<file path="config.mk">
export PLATFORM = sky130hd
export DESIGN_NAME = s_p
export DESIGN_NICKNAME = d
export VERILOG_FILES = /design/src/rtl/s_p.sv
export SDC_FILE = /design/constraint.sdc
export NUM_CORES = 1
export LEC_CHECK = 0
export CORE_MARGIN = 3
export CORE_UTILIZATION = 34
export DETAILED_ROUTE_END_ITERATION = 6
export HOLD_SLACK_MARGIN = 0.12
export PLACE_DENSITY = 0.63
export SYNTH_ARGS = -nofsm -noshare
export SYNTH_HDL_FRONTEND = slang
export SYNTH_SLANG_ARGS = --single-unit
</file>
<file path="constraint.sdc">
create_clock -name clk -period 4.7 [get_ports clk]
set_input_delay 1.41 -clock clk [delete_from_list [all_inputs] [get_ports clk]]
set_output_delay 1.41 -clock clk [all_outputs]
set_load 0.02 [all_outputs]
</file>
<file path="src/rtl/s_p.sv">
// s_p: serial-to-parallel converter. Collects 16-sample frames of 34-bit
// complex samples into a ping-pong register bank and emits each completed
// frame as four beats of four lanes (lane L of beat k = slot k + 4L).
// Optional build macro S_P_BITREV_EN: when defined, sample n is stored in
// slot bitrev4(n) instead of slot n.
module s_p (
  input  logic         clk,
  input  logic         rst_n,
  input  logic [33:0]  data_in_0,
  input  logic         s_p_flag_in,
  input  logic         sync_in,
  output logic [135:0] data_out_0,
  output logic         s_p_flag_out,
  output logic [1:0]   beat_idx,
  output logic         frame_err
);

  localparam int unsigned W     = 34;
  localparam int unsigned DEPTH = 16;
  localparam int unsigned LANES = 4;

  // Two frame banks; bank contents carry no reset.
  logic [W-1:0] bank0_mem [DEPTH];
  logic [W-1:0] bank1_mem [DEPTH];

  // Write side state
  logic [3:0] wr_cnt_d, wr_cnt_q;
  logic       wr_bank_d, wr_bank_q;

  // Read side state
  logic       rd_active_d, rd_active_q;
  logic       rd_bank_d, rd_bank_q;
  logic [1:0] beat_d, beat_q;

  // Registered outputs
  logic [W*LANES-1:0] data_out_d, data_out_q;
  logic               flag_out_d, flag_out_q;
  logic [1:0]         beat_idx_d, beat_idx_q;
  logic               frame_err_d, frame_err_q;

  // Combinational helpers
  logic       resync;
  logic       frame_done;
  logic [3:0] wr_idx;
  logic [3:0] wr_slot;
  logic [3:0] rd_slot;

  // Maps a sample index to its storage slot.
  function automatic logic [3:0] slot_of(input logic [3:0] n);
`ifdef S_P_BITREV_EN
    return {n[0], n[1], n[2], n[3]};
`else
    return n;
`endif
  endfunction

  // Next-state logic for the write counter, bank selection, read sequencer
  // and registered outputs.
  // NOTE: every signal driven here gets a default first, so no path can
  // leave it unassigned and infer a latch.
  always_comb begin
    resync      = 1'b0;
    frame_done  = 1'b0;
    wr_idx      = wr_cnt_q;
    wr_cnt_d    = wr_cnt_q;
    wr_bank_d   = wr_bank_q;
    rd_active_d = rd_active_q;
    rd_bank_d   = rd_bank_q;
    beat_d      = beat_q;
    flag_out_d  = 1'b0;
    beat_idx_d  = 2'd0;
    data_out_d  = data_out_q;
    rd_slot     = 4'd0;

    // A sync on a mid-frame sample restarts the frame at index 0.
    if (s_p_flag_in) begin
      resync     = sync_in && (wr_cnt_q != 4'd0);
      wr_idx     = resync ? 4'd0 : wr_cnt_q;
      wr_cnt_d   = wr_idx + 4'd1;
      frame_done = (wr_idx == 4'd15);
    end
    wr_slot     = slot_of(wr_idx);
    frame_err_d = resync;

    // Present the current beat of the read bank.
    if (rd_active_q) begin
      flag_out_d = 1'b1;
      beat_idx_d = beat_q;
      for (int l = 0; l < int'(LANES); l++) begin
        rd_slot = {2'(l), beat_q};
        data_out_d[W*l +: W] = rd_bank_q ? bank1_mem[rd_slot] : bank0_mem[rd_slot];
      end
    end

    // Frame completion hands the filled bank to the reader.
    if (frame_done) begin
      wr_bank_d   = ~wr_bank_q;
      rd_bank_d   = wr_bank_q;
      rd_active_d = 1'b1;
      beat_d      = 2'd0;
    end else if (rd_active_q) begin
      beat_d = beat_q + 2'd1;
      if (beat_q == 2'd3) begin
        rd_active_d = 1'b0;
      end
    end
  end

  // Control and output registers with asynchronous reset.
  // NOTE: sequential state uses non-blocking assignments so all flops update
  // together from pre-edge values.
  always_ff @(posedge clk or negedge rst_n) begin
    if (!rst_n) begin
      wr_cnt_q    <= 4'd0;
      wr_bank_q   <= 1'b0;
      rd_active_q <= 1'b0;
      rd_bank_q   <= 1'b0;
      beat_q      <= 2'd0;
      data_out_q  <= '0;
      flag_out_q  <= 1'b0;
      beat_idx_q  <= 2'd0;
      frame_err_q <= 1'b0;
    end else begin
      wr_cnt_q    <= wr_cnt_d;
      wr_bank_q   <= wr_bank_d;
      rd_active_q <= rd_active_d;
      rd_bank_q   <= rd_bank_d;
      beat_q      <= beat_d;
      data_out_q  <= data_out_d;
      flag_out_q  <= flag_out_d;
      beat_idx_q  <= beat_idx_d;
      frame_err_q <= frame_err_d;
    end
  end

  // Sample storage into the current write bank.
  // NOTE: the bank arrays are deliberately not reset; every slot is written
  // before it is read, and leaving them reset-free keeps them plain registers.
  always_ff @(posedge clk) begin
    if (s_p_flag_in) begin
      if (wr_bank_q) begin
        bank1_mem[wr_slot] <= data_in_0;
      end else begin
        bank0_mem[wr_slot] <= data_in_0;
      end
    end
  end

  assign data_out_0   = data_out_q;
  assign s_p_flag_out = flag_out_q;
  assign beat_idx     = beat_idx_q;
  assign frame_err    = frame_err_q;

endmodule
</file>
==> results of run 1 <==
cells in the mapped netlist (all sizes together):
| master | count | area [um2] |
|---|---|---|
| edfxtp | 1088 | 32700 |
| mux2i | 409 | 4090 |
| nor2b | 279 | 1750 |
| dfrtp | 149 | 3730 |
| nand3 | 140 | 701 |
| a211o | 136 | 1190 |
| a22oi | 136 | 1020 |
| a41o | 136 | 1360 |
| clkbuf | 102 | 390 |
| buf | 87 | 603 |
| nor2 | 32 | 136 |
| nand2 | 7 | 26.3 |
| o21ai | 5 | 25.0 |
| nand2b | 4 | 32.5 |
| nor4 | 4 | 25.0 |
| a21oi | 3 | 15.0 |
| nand4 | 3 | 18.8 |
| and2 | 2 | 12.5 |
| ha | 2 | 25.0 |
| inv | 2 | 7.51 |
| mux2 | 2 | 22.5 |
| nand3b | 2 | 15.0 |
| nor3 | 2 | 10.0 |
| nor3b | 2 | 20.0 |
| a21o | 1 | 7.51 |
| a22o | 1 | 8.76 |
| a31oi | 1 | 6.26 |
| o211ai | 1 | 7.51 |
| xnor2 | 1 | 8.76 |
| xor2 | 1 | 8.76 |
layout make-up:
cell class	instances	share of cell area [%]
Sequential cell	1237	64.8
Clock buffer	166	5.82
Timing Repair Buffer	276	4.92
Inverter	2	0.0134
Antenna cell	1	0.00445
Multi-Input combinational cell	1312	19.2
Clock inverter	58	1.08
Tap cell	1876	4.17
state kept, by name (all words and copies together), names as in the netlist:
register	cells
beat_idx	2
bank1_mem	544
rd_active_q	1
frame_err	1
bank0_mem	544
rd_bank_q	1
beat_q	2
data_out_0	136
wr_cnt_q	4
wr_bank_q	1
s_p_flag_out	1
report_power, final:
| group | total [W] | leakage, nW | switching, W | internal, W |
|---|---|---|---|---|
| clock network | 0.00945 | 1.91 | 0.00404 | 0.00541 |
| registers | 0.0122 | 11.9 | 0.0000650 | 0.0121 |
| logic | 0.000800 | 8.28 | 0.000578 | 0.000222 |
| total | 0.0224 | 22.1 | 0.00469 | 0.0177 |
per-layer routing:
metal  GRT usage, %  routed length [um]  up-vias
li1               -                   -    11300
met1           22.4               52400    13000
met2           26.1               57200      764
met3           3.12                8090      149
met4           4.76                3160        2
met5              0                  12        -
worst min-delay path by stage:
stage / slack (ns) / cells past startpoint / end / from
floorplan: 0.45 / 0 / s_p_flag_out / rd_active_q
global placement: 0.58 / 2 / data_out_0[8] / data_out_0[8]
detailed placement: 0.58 / 2 / data_out_0[8] / data_out_0[8]
CTS: 0.60 / 2 / data_out_0[88] / data_out_0[88]
global route: 0.63 / 2 / data_out_0[91] / data_out_0[91]
finish: 0.59 / 2 / data_out_0[8] / data_out_0[8]
cell families after synthesis:
kind of cell	count (synthesis)	share of synthesized area, %
xor+xnor	2	0.0365
mux	411	8.59
simple gates	477	5.72
fa+ha+maj	2	0.0522
compound gates	420	7.60
buf+inv	191	2.09
flops	1237	75.9
per-stage QoR:
| step | total power [W] | setup TNS [ns] | cell area, um2 | hold WS, ns | utilization, % |
|---|---|---|---|---|---|
| 2_1_floorplan | 0.0127 | -62.61 | 48000 | 0.454 | - |
| 3_3_place_gp | 0.0132 | 0 | 52300 | 0.582 | 37.5 |
| 3_5_place_dp | 0.0132 | 0 | 52300 | 0.583 | 37.5 |
| 4_1_cts | 0.0226 | 0 | 56200 | 0.605 | 40.2 |
| 5_1_grt | 0.0231 | 0 | 56200 | 0.627 | 40.2 |
| 6_report | 0.0224 | 0 | 56200 | 0.594 | 40.2 |
==> results.py, run 1 <==
metrics = {
    "layout": {
        "area_growth_pct": 17.3,
        "fin_nets": 2986,
        "regArea_um2": 36400,
        "final_common_cell": "edfxtp_1",
        "n_fill_cell": 12500,
        "drive_gt1_share_pct": 10.6,
        "final_cell_mix": "1088 x edfxtp_1, 409 x mux2i_1, 278 x nor2b_1",
        "fin_cells": 4928,
        "multiInputGateArea_um2": 10800,
    },
    "placed_design": {
        "io_buffers": 177,
        "hpwlAfterDp_um": 67100,
        "dp_slack_ns": 0.683,
        "placed_cells": 4703,
        "gp_congestion": 0.746,
    },
    "critical_path": {
        "critPathLaunchType": "flip-flop",
        "path_buf_inv": 1,
        "crit_arrival_ns": 1.98,
        "startpoint": "data_out_0[135]",
        "critical_path_required_ns": 3.29,
        "endpoint_kind": "primary output",
        "reg2reg_depth": 4,
        "path_delay_family": "buffers and inverters",
        "crit_fanout": 2,
        "crit_chain": "clkdlybuf4s50_1",
        "critPathKind": "flip-flop to primary output",
        "worstSetupEndpoint": "data_out_0[135]",
        "critical_path.max_stage_delay_ns": 0.69,
        "crit_slowest_cell": "clkdlybuf4s50_1",
        "rrSetupSlack_ns": 1.73,
        "worst-path-stages": 1,
        "r2r_start": "rd_bank_q",
        "r2r-end": "data_out_0[81]",
    },
    "die": {
        "boundaryPins": 178,
        "core_area_um2": 140000,
        "die_x_um": 382,
        "dieArea_um2": 146000,
        "start_util_pct": 34.3,
        "num_rows": 137,
        "dieHeight_um": 382,
    },
    "grt": {
        "grt_usage_pct": 16.2,
        "grt_overflow": 0,
        "grt_first_pass_wirelength_um": 176000,
        "antenna_found_initial": 18,
        "grt_max_degree": 137,
        "grt_pass1_vias": 25400,
    },
    "synthesis": {
        "syn_area_um2": 47900,
        "synth_cells": 2740,
        "yosys_warnings": 0,
        "avgSynthCellArea_um2": 17.5,
        "synth_seq_area_share_pct": 75.9,
        "ys_ff_latch": 1237,
        "synth_cell_types": 40,
        "syn-num-nets": 2780,
    },
    "clock_tree": {
        "cts_buffers": 117,
        "cts_sinks": 1237,
        "cts-resized-gates": 0,
        "clock_latency_ns": 0.69,
        "cts-root-buf": "clkbuf_16",
        "cts_tree": "yes",
        "htreeDepth": 3,
        "ctsHoldBuffers": 0,
        "postCtsSetupRepairBufs": 0,
        "clockBufferDepth": 3,
        "clk_pin_slew_ns": 0.06,
    },
    "sta": {
        "rsz0062_at_grt": "no",
        "fin_skew_ns": 0.0220,
        "tightest_slew_ns": 1.07,
        "fmax_mhz": 295,
        "fin_crit_sh_pct": 72.1,
        "slew_viol_final": 0,
        "setup_viol": 0,
        "final.min_clock_period_ns": 3.39,
        "maxSlewHeadroom_pct": 28.5,
        "layout_setup_ws_ns": 1.31,
        "hold_viol": 0,
    },
    "pwr": {
        "vdd_drop_max_v": 0.000336,
        "p_per_area_nw_per_um2": 399,
        "power.leakage_nw": 22.1,
    },
    "routing": {
        "drt-pass1-iter-count": 5,
        "drc": 0,
        "final_antenna_net_count": 0,
        "vias": 25200,
        "wl_um": 121000,
        "drtIter0Drc": 2594,
        "routedWlPerCell_um": 24.5,
        "vias_per_cell": 5.12,
    },
    "run": {
        "cap_violations": 0,
    },
    "run_status": {
        "status": "complete, no violations",
    },
    "min_path": {
        "min_path_type": "flip-flop to flip-flop",
    },
}
Note: power is estimated with default switching activity, not from simulation.
==> run 2, diff against run 1 <==
Clock period 4.7 ns to 2.9 ns, I/O delays scaled along.
==> run 2 against run 1 <==
  * Clock-buffer cell count increased by 6
  * Register-to-register slack got worse by 1.1 ns
  * Hold slack worse by 0.47 ns
  * Critical path depth did not move
  * Via count up 1.3%
  * Worst setup slack got worse by 1.2 ns
==> results.py, run 2 (synthesized netlist as in run 1, its figures left out) <==
metrics = {
    "placed_design": {
        "io_buffers": 177,
        "gp_congestion": 0.764,
        "hpwlAfterDp_um": 71000,
        "dpl-instance-area_um2": 53500,
    },
    "clock_tree": {
        "cts_tree": "yes",
        "cts_buffers": 120,
        "htreeDepth": 3,
        "postCtsSetupRepairBufs": 0,
        "clock_latency_ns": 0.70,
        "cts_sinks": 1237,
        "cts-root-buf": "clkbuf_16",
        "cts-resized-gates": 1,
        "clk_pin_slew_ns": 0.06,
        "clockBufferDepth": 3,
        "ctsHoldBuffers": 0,
    },
    "die": {
        "dieHeight_um": 382,
        "die_x_um": 382,
        "start_util_pct": 34.3,
        "boundaryPins": 178,
        "core_area_um2": 140000,
        "dieArea_um2": 146000,
        "num_rows": 137,
    },
    "run": {
        "cap_violations": 0,
    },
    "routing": {
        "final_antenna_net_count": 0,
        "wl_um": 121000,
        "drtIter0Drc": 2526,
        "vias_per_cell": 5.12,
        "drc": 0,
        "vias": 25600,
        "drt-pass1-iter-count": 5,
        "routedWlPerCell_um": 24.3,
    },
    "sta": {
        "setup_viol": 0,
        "hold_viol": 0,
        "fmax_mhz": 360,
        "slew_viol_final": 0,
        "final.min_clock_period_ns": 2.78,
        "rsz0062_at_grt": "no",
        "maxSlewHeadroom_pct": 35.9,
        "tightest_slew_ns": 0.962,
        "fin_skew_ns": 0.0245,
        "fin_crit_sh_pct": 95.9,
    },
    "critical_path": {
        "critPathLaunchType": "flip-flop",
        "path_buf_inv": 1,
        "path_delay_family": "buffers and inverters",
        "r2r-end": "data_out_0[34]",
        "endpoint_kind": "primary output",
        "critical_path_required_ns": 2.03,
        "startpoint": "data_out_0[31]",
        "crit_arrival_ns": 1.91,
        "critical_path.max_stage_delay_ns": 0.68,
        "worstSetupEndpoint": "data_out_0[31]",
        "rrSetupSlack_ns": 0.64,
        "crit_fanout": 2,
        "critPathKind": "flip-flop to primary output",
        "crit_chain": "clkdlybuf4s50_1",
        "worst-path-stages": 1,
        "r2r_start": "beat_q[0]",
        "crit_slowest_cell": "clkdlybuf4s50_1",
        "reg2reg_depth": 4,
    },
    "grt": {
        "use_met3_pct": 2.66,
        "use_met1_pct": 22.7,
        "antenna_found_initial": 13,
        "grt_first_pass_wirelength_um": 176000,
        "grt_overflow": 0,
        "grt_pass1_vias": 25600,
        "grt.busiest_layer": "met2",
        "grt_usage_pct": 16.3,
        "use_met2_pct": 26.8,
        "grt_max_degree": 120,
    },
    "layout": {
        "fin_nets": 3046,
        "final_cell_mix": "1088 x edfxtp_1, 409 x mux2i_1, 278 x nor2b_1",
        "area_growth_pct": 19.8,
        "final_common_cell": "edfxtp_1",
        "final_area_um2": 57400,
        "drive_gt1_share_pct": 12.4,
        "final_util_pct": 41.1,
    },
    "pwr": {
        "finalPower_w": 0.0365,
        "pwr-share-clk_pct": 42.2,
        "swShare_pct": 20.8,
        "combPwrFrac_pct": 3.9,
        "switchingPower_w": 0.00760,
        "power.internal_w": 0.0289,
        "power.leakage_nw": 22.6,
        "vdd_drop_max_v": 0.000494,
        "seq_power_share_pct": 53.9,
        "p_per_area_nw_per_um2": 636,
    },
    "min_path": {
        "min_path_type": "input port to async pin",
    },
    "run_status": {
        "status": "complete, no violations",
    },
}
## run 2: through the flow
stage | setup TNS [ns] | hold slack (ns) | instances | worst slack [ns]
6_report | 0 | 0.119 | 4995 | 0.119
5_1_grt | 0 | 0.126 | 4989 | 0.00463
4_1_cts | 0 | 0.123 | 4989 | 0.0628
3_5_place_dp | 0 | 0.575 | 4760 | 0.0263
3_3_place_gp | 0 | 0.585 | 4760 | 0.0210
2_1_floorplan | -76.64 | 0.454 | 2740 | -0.678
## run 2: power by group through the flow
stage,sequential (W),clock (W),combinational (W)
2_1_floorplan,0.0200,0,0.000566
3_5_place_dp,0.0201,0,0.00144
4_1_cts,0.0197,0.0157,0.00145
6_report,0.0197,0.0154,0.00142
5_1_grt,0.0197,0.0164,0.00151
3_3_place_gp,0.0201,0,0.00142
## run 2: worst min-delay path by stage
stage	start	end	slack, ns	depth (start not counted)
after floorplan	rd_active_q	s_p_flag_out	0.45	0
final	rst_n	data_out_0[53]	0.12	1
after global placement	data_out_0[83]	data_out_0[83]	0.59	2
after global routing	rst_n	data_out_0[53]	0.13	1
after detailed placement	data_out_0[58]	data_out_0[58]	0.58	2
after CTS	rst_n	data_out_0[53]	0.12	1
## run 2: per-layer routing
| metal | routed length, um | vias to the layer above |
|---|---|---|
| met5 | 0 | - |
| met4 | 2280 | 0 |
| met3 | 7410 | 130 |
| met2 | 58000 | 805 |
| met1 | 53600 | 13200 |
| li1 | - | 11400 |
## run 2: layout make-up
| class | count | area [um2] |
|---|---|---|
| antenna | 6 | 15.0 |
| clock buffer | 172 | 3340 |
| clock inverter | 57 | 582 |
| fill | 12400 | 82300 |
| inverter | 2 | 7.51 |
| multi-input combinational | 1312 | 10800 |
| sequential | 1237 | 36400 |
| tap | 1876 | 2350 |
| timing repair buffer | 333 | 3890 |
## run 2: worst reg2reg max path: cells and delay by family, from the launching register on
kind / cells / cell delay (ns)
DFF: 1 / 0.83
AOI/OAI and AO/OA: 2 / 0.72
buffers and inverters: 1 / 0.49
muxes: 1 / 0.17
